**src/rtl/btb_pkg.sv**
```systemverilog
// btb_pkg: types and constants shared by the BTB update controller,
// the BTB array and the branch units.
//   PC_W        - PC / target width
//   IDX_W       - BTB index width
//   BTB_ENTRIES - number of BTB entries (2**IDX_W)
//   btb_upd_t   - one BTB update {idx, target, vbit}
//   ctrl_state_e- update controller FSM states
package btb_pkg;

  localparam int PC_W        = 16;
  localparam int IDX_W       = 4;
  localparam int BTB_ENTRIES = 2 ** IDX_W;

  typedef struct packed {
    logic [IDX_W-1:0] idx;
    logic [PC_W-1:0]  target;
    logic             vbit;
  } btb_upd_t;

  typedef enum logic {
    ST_IDLE  = 1'b0,
    ST_FLUSH = 1'b1
  } ctrl_state_e;

endpackage

```
**src/rtl/btb_upd_fifo.sv**
```systemverilog
// btb_upd_fifo: synchronous FIFO holding pending BTB updates.
//   clk, rst      - clock, synchronous active-high reset
//   push, din     - enqueue din (ignored when full unless popping too)
//   pop, dout     - dequeue; dout shows the head entry
//   clear         - drop all entries (wins over push/pop)
//   full, empty   - status
//   count         - number of entries held
module btb_upd_fifo #(
  parameter int W     = 21,
  parameter int DEPTH = 4
) (
  input  logic                       clk,
  input  logic                       rst,
  input  logic                       push,
  input  logic [W-1:0]               din,
  input  logic                       pop,
  input  logic                       clear,
  output logic [W-1:0]               dout,
  output logic                       full,
  output logic                       empty,
  output logic [$clog2(DEPTH):0]     count
);

  localparam int AW = $clog2(DEPTH);

  logic [W-1:0]  mem_q [DEPTH];
  logic [W-1:0]  mem_d [DEPTH];
  logic [AW-1:0] wr_ptr_q, wr_ptr_d;
  logic [AW-1:0] rd_ptr_q, rd_ptr_d;
  logic [AW:0]   count_q, count_d;
  logic          do_push, do_pop;

  assign full  = (count_q == (AW+1)'(DEPTH));
  assign empty = (count_q == '0);
  assign count = count_q;
  assign dout  = mem_q[rd_ptr_q];

  always_comb begin
    do_pop   = pop && !empty && !clear;
    // a full FIFO can still take a push when the head leaves in the same cycle
    do_push  = push && (!full || do_pop) && !clear;
    mem_d    = mem_q;
    wr_ptr_d = wr_ptr_q;
    rd_ptr_d = rd_ptr_q;
    count_d  = count_q;
    if (clear) begin
      wr_ptr_d = '0;
      rd_ptr_d = '0;
      count_d  = '0;
    end else begin
      if (do_push) begin
        mem_d[wr_ptr_q] = din;
        wr_ptr_d        = wr_ptr_q + AW'(1);
      end
      if (do_pop) rd_ptr_d = rd_ptr_q + AW'(1);
      case ({do_push, do_pop})
        2'b10:   count_d = count_q + (AW+1)'(1);
        2'b01:   count_d = count_q - (AW+1)'(1);
        default: count_d = count_q;
      endcase
    end
  end

  always_ff @(posedge clk) begin
    mem_q <= mem_d;
    if (rst) begin
      wr_ptr_q <= '0;
      rd_ptr_q <= '0;
      count_q  <= '0;
    end else begin
      wr_ptr_q <= wr_ptr_d;
      rd_ptr_q <= rd_ptr_d;
      count_q  <= count_d;
    end
  end

endmodule

```
**src/rtl/btb_update_ctrl.sv**
```systemverilog
// btb_update_ctrl: arbitrates resolved-branch updates from two branch units,
// queues them, and writes them to the BTB one per cycle; also walks the
// whole BTB clearing valid bits on a flush request.
//   clk, rst                  - clock, synchronous active-high reset
//   reqN_valid/pc/target/taken- resolved branch from unit N
//   reqN_ready                - request N accepted this cycle
//   flush_req                 - invalidate the whole BTB
//   flush_busy, flush_done    - walk in progress / one-cycle completion pulse
//   btb_we/idx/target/vbit    - registered BTB write port
module btb_update_ctrl #(
  parameter int PC_W   = btb_pkg::PC_W,
  parameter int IDX_W  = btb_pkg::IDX_W,
  parameter int QDEPTH = 4
) (
  input  logic             clk,
  input  logic             rst,
  input  logic             req0_valid,
  input  logic [PC_W-1:0]  req0_pc,
  input  logic [PC_W-1:0]  req0_target,
  input  logic             req0_taken,
  output logic             req0_ready,
  input  logic             req1_valid,
  input  logic [PC_W-1:0]  req1_pc,
  input  logic [PC_W-1:0]  req1_target,
  input  logic             req1_taken,
  output logic             req1_ready,
  input  logic             flush_req,
  output logic             flush_busy,
  output logic             flush_done,
  output logic             btb_we,
  output logic [IDX_W-1:0] btb_idx,
  output logic [PC_W-1:0]  btb_target,
  output logic             btb_vbit
);
  import btb_pkg::*;

  localparam int ENT_W   = IDX_W + PC_W + 1;
  localparam int CNT_W   = IDX_W + 1;
  localparam int ENTRIES = 2 ** IDX_W;

  ctrl_state_e       state_q, state_d;
  logic              ptr_q, ptr_d;
  logic [CNT_W-1:0]  cnt_q, cnt_d;
  logic              btb_we_q, btb_we_d;
  logic [IDX_W-1:0]  btb_idx_q, btb_idx_d;
  logic [PC_W-1:0]   btb_target_q, btb_target_d;
  logic              btb_vbit_q, btb_vbit_d;
  logic              flush_done_q, flush_done_d;

  logic              accept_ok, q_push, q_pop, q_clear, q_full, q_empty;
  logic [ENT_W-1:0]  q_din, q_dout;
  logic [$clog2(QDEPTH):0] q_count;

  btb_upd_fifo #(.W(ENT_W), .DEPTH(QDEPTH)) u_fifo (
    .clk   (clk),
    .rst   (rst),
    .push  (q_push),
    .din   (q_din),
    .pop   (q_pop),
    .clear (q_clear),
    .dout  (q_dout),
    .full  (q_full),
    .empty (q_empty),
    .count (q_count)
  );

  assign req0_ready = accept_ok && req0_valid && (!req1_valid || !ptr_q);
  assign req1_ready = accept_ok && req1_valid && (!req0_valid ||  ptr_q);
  assign flush_busy = (state_q == ST_FLUSH);
  assign flush_done = flush_done_q;
  assign btb_we     = btb_we_q;
  assign btb_idx    = btb_idx_q;
  assign btb_target = btb_target_q;
  assign btb_vbit   = btb_vbit_q;

  always_comb begin
    accept_ok = !rst && (state_q == ST_IDLE) && !flush_req && !q_full;
    q_push    = req0_ready || req1_ready;
    // not-taken branches store target 0 with vbit 0, invalidating the entry
    if (req1_ready)
      q_din = {req1_pc[IDX_W-1:0], req1_taken ? req1_target : '0, req1_taken};
    else
      q_din = {req0_pc[IDX_W-1:0], req0_taken ? req0_target : '0, req0_taken};
    q_pop   = (state_q == ST_IDLE) && !flush_req && (q_count != '0);
    q_clear = (state_q == ST_IDLE) && flush_req && !q_empty;

    ptr_d        = (req0_valid && req1_valid && q_push) ? !ptr_q : ptr_q;
    state_d      = state_q;
    cnt_d        = cnt_q;
    btb_we_d     = 1'b0;
    btb_idx_d    = btb_idx_q;
    btb_target_d = btb_target_q;
    btb_vbit_d   = btb_vbit_q;
    flush_done_d = 1'b0;

    case (state_q)
      ST_IDLE: begin
        // counter parked at ENTRIES marks the first idle cycle after a walk
        if (cnt_q == CNT_W'(ENTRIES)) begin
          flush_done_d = 1'b1;
          cnt_d        = '0;
        end
        if (flush_req) begin
          state_d = ST_FLUSH;
          cnt_d   = '0;
        end else if (q_pop) begin
          btb_we_d = 1'b1;
          {btb_idx_d, btb_target_d, btb_vbit_d} = q_dout;
        end
      end
      ST_FLUSH: begin
        btb_we_d     = 1'b1;
        btb_idx_d    = cnt_q[IDX_W-1:0];
        btb_target_d = '0;
        btb_vbit_d   = 1'b0;
        cnt_d        = cnt_q + CNT_W'(1);
        if (cnt_q == CNT_W'(ENTRIES - 1)) state_d = ST_IDLE;
      end
      default: state_d = ST_IDLE;
    endcase
  end

  always_ff @(posedge clk) begin
    if (rst) begin
      state_q      <= ST_IDLE;
      ptr_q        <= 1'b0;
      cnt_q        <= '0;
      btb_we_q     <= 1'b0;
      btb_idx_q    <= '0;
      btb_target_q <= '0;
      btb_vbit_q   <= 1'b0;
      flush_done_q <= 1'b0;
    end else begin
      state_q      <= state_d;
      ptr_q        <= ptr_d;
      cnt_q        <= cnt_d;
      btb_we_q     <= btb_we_d;
      btb_idx_q    <= btb_idx_d;
      btb_target_q <= btb_target_d;
      btb_vbit_q   <= btb_vbit_d;
      flush_done_q <= flush_done_d;
    end
  end

endmodule
```
**config.mk**
```make
export PLATFORM = sky130hd
export DESIGN_NAME = btb_update_ctrl
export DESIGN_NICKNAME = d
export VERILOG_FILES = /design/src/rtl/btb_pkg.sv /design/src/rtl/btb_upd_fifo.sv /design/src/rtl/btb_update_ctrl.sv
export SDC_FILE = /design/constraint.sdc
export NUM_CORES = 1
export LEC_CHECK = 0
export ABC_CLOCK_PERIOD_IN_PS = 2680
export BUFFER_PORTS_ARGS = -buffer_cell sky130_fd_sc_hd__buf_2
export CORE_ASPECT_RATIO = 0.5
export CORE_MARGIN = 3
export CORE_UTILIZATION = 55
export DETAILED_ROUTE_END_ITERATION = 10
export PLACE_DENSITY = 0.82
export SYNTH_ARGS = -nofsm -noshare
export SYNTH_HDL_FRONTEND = slang
export SYNTH_SLANG_ARGS = --single-unit
```
**constraint.sdc**
```tcl
create_clock -name clk -period 2.68 [get_ports clk]
set_input_delay 0.402 -clock clk [delete_from_list [all_inputs] [get_ports clk]]
set_output_delay 0.402 -clock clk [all_outputs]
set_load 0.02 [all_outputs]
```
==> summary.md <==
| Metric | Value |
|---|---|
| Worst path required time | 2280 ps |
| Via count | 3175 |
| Clock tree buffer depth | 2 |
| Worst Hold Launch | req1_valid |
| Final cell utilization of the core | 69.8% |
| Status | complete, no violations |
| Switching pwr | 1.05 mW |
| Syn_area_per_cell | 15.2 um^2 |
| Final setup viols | 0 |
| Layout cell share with drive strength beyond 1 | 35.5% |
| Gr busiest metal | met2 |
| Core area | 8830 um^2 |
| Cells after synthesis | 332 |
| Port Buf Inserts | 72 |
| Std-Cell Rows | 24 |
| Placed insts | 514 |
| Max Freq | 394 MHz |
| Main synth FF type | edfxtp_1 |
| EDFF count, synth | 84 |
| WL final | 11000 um |
| GRT Overall Usage | 22.3% |
| Met1 Use GR | 27.8% |
| Seq pwr share | 42.7% |
| Sw Share | 21.4% |
| Die Height | 73.8 um |
| Comb power frac | 7.5% |
| Critical Path Start | u_fifo.count[2]$_SDFFE_PP0P_ |
| Mapped Area | 5050 um^2 |
| DR DRC count | 0 |
| IO Pins | 97 |
| DP Wirelength | 6600 um |
| Async set-or-reset flop fraction in the synthesized netlist | 0% |
| Post-route worst setup slack | 141 ps |
| First-pass iteration count of the detailed router | 5 |
| Routing usage on met2 | 37.2% |
| Critical path class | reg2out |
| Placed cell area | 5530 um^2 |
| Sequential share of the synthesized area | 64.6% |
| Max Cap Viol | 0 |
| M3 GR Usage | 7.28% |
| H-tree level count | 4 |
| Max-Slew Margin vs Limit | 52.6% |
| Die Wd | 142 um |
| Gpl congestion | 0.829 |
| Initial Util | 57.3% |
| Yosys cell types | 53 |
| # diodes | 0 |
| Count leader, synth | edfxtp_1 |
| Crit path max fanout | 11 |
| Final min period | 2540 ps |
| Grt total ovfl | 0 |
| DIE AREA | 10400 um^2 |
| Worst min path class | in2reg |
| YS warnings | 0 |
| P&R area growth vs syn | 22.0% |
| Initial antenna violation count | 0 |
| Int Power | 3.85 mW |
| Worst R2R Start | u_fifo.count[2]$_SDFFE_PP0P_ |
| Max IR drop VDD | 0.000385 V |
| Setup_tns | 0 ps |
| RSZ-0062 raised after global routing | false |
| CP arrival | 2140 ps |
| Clk_lat worst skew | 410 ps |
| Post-synth top area share | 49.9% |
| Tot Pwr | 4.90 mW |
| Worst Tran Pin Value | 712 ps |
| Final Max Tran Viols | 0 |
| WL/cell | 20.1 um |
| Total CTS buffers | 17 |
| Syn nets | 412 |
| DR vias/cell | 5.83 |
| CTS root buf | clkbuf_16 |
| Post-route insts no fill | 545 |
| Post-route clock period utilization | 94.7% |
| Design Area, Final | 6170 um^2 |
| PD cells | 794 nW/um^2 |
| Global-route wire length before repair | 17100 um |
| Area contributors post-synth | edfxtp_1, dfxtp_1, mux4_2 |
| Crit. End Element | output pin |
| Yosys reg bits | 121 |
| Clk sinks | 121 |
| Startpoint Class | flip-flop |
| Antenna-violating nets left | 0 |
| Iteration-0 DRC Markers | 207 |
| Worst hold margin | 341 ps |
| DP Worst Slack | 141 ps |
| Fin. Hold Viols | 0 |
| CTS tree | yes |
| Synth cell count leaders | edfxtp_1, dfxtp_1, nand2_1 |
| Worst-path clk slew | 50 ps |
| Clock network fraction of design power | 49.9% |
| Vias in the first global route | 3195 |
| Largest net degree at the start of global routing | 22 |
| Synth area leader | edfxtp_1 |
| Clk_skew | 12.3 ps |
| Nets | 496 |
| Lkg Pwr | 2.45 nW |
[cells in the final DEF (no fill, tap or decap), types with 3 or more instances in the layout]
master	Yosys	routed
clkinv_2	0	3
buf_2	2	72
buf_4	5	13
a22o_2	7	7
and2_1	4	4
mux2_1	3	3
a22o_1	10	10
a21oi_1	7	7
mux2i_1	18	18
nand3_1	5	5
nand2_1	34	34
inv_1	16	16
mux4_2	21	21
o21ai_0	4	4
nor3_1	4	4
edfxtp_1	84	84
bufinv_16	0	5
ha_1	8	8
nor2_1	9	9
clkbuf_16	0	17
dfxtp_1	37	37
[flip-flops by register name, summed over array words and instances, names as in the netlist]
| name | flops |
|---|---|
| flush_busy | 1 |
| cnt_q | 5 |
| u_fifo.count | 3 |
| btb_vbit | 1 |
| flush_done | 1 |
| btb_idx | 4 |
| u_fifo.rd_ptr_q | 2 |
| btb_we | 1 |
| btb_target | 16 |
| u_fifo.mem_q | 84 |
| ptr_q | 1 |
| u_fifo.wr_ptr_q | 2 |
[metal layers]
metal	vias to the layer above	wire length (um)
met3	13	810
met5	-	0
met4	0	193
met1	1570	4520
li1	1437	-
met2	155	5440
[critical path, cell delays in order, from the launching register on]
cell       delay (ps)
dfxtp_1           380
or3b_4            440
o2111ai_2         300
buf_4             360
inv_1              70
buf_2             160
[area by class of cell]
class | instances | area [um^2]
Timing Repair Buffer | 85 | 458
Tap cell | 117 | 146
Multi-Input combinational cell | 175 | 1610
Fill cell | 570 | 2660
Clock buffer | 18 | 429
Clock inverter | 13 | 201
Inverter | 16 | 60.1
Sequential cell | 121 | 3260
[logic make-up (layout without fill, tap and decap cells)]
family / Yosys count / count (layout) / synth area share (%)
flops: 121 / 121 / 64.6
simple gates: 72 / 72 / 7.15
compound gates: 48 / 48 / 7.85
mux: 44 / 44 / 14.0
buf+inv: 36 / 132 / 3.69
fa+ha+maj: 9 / 9 / 2.38
xor+xnor: 2 / 2 / 0.347
[what timing repair did]
action,4_1_cts,5_1_grt
gates resized for setup,0,1
setup buffers,0,0
setup endpoints to repair,0,1
hold buffers,0,0
[power groups by stage]
stage	logic (mW)	registers, mW	clock network [mW]
6_report	0.367	2.09	2.44
5_1_grt	0.401	2.09	2.55
4_1_cts	0.368	2.09	2.46
3_5_place_dp	0.360	2.12	0
3_3_place_gp	0.344	2.12	0
2_1_floorplan	0.238	2.13	0
[path summary, 6_finish.rpt]
check                                     to  slack (ps)  cells after the start
max                               req1_ready         140                      5
min          u_fifo.wr_ptr_q[1]$_SDFFE_PP0P_         340                      3
max reg2reg     u_fifo.count[2]$_SDFFE_PP0P_         160                      9
min reg2reg      btb_target[13]$_SDFFE_PP0P_         470                      1
(Power assumes the default switching activity.)
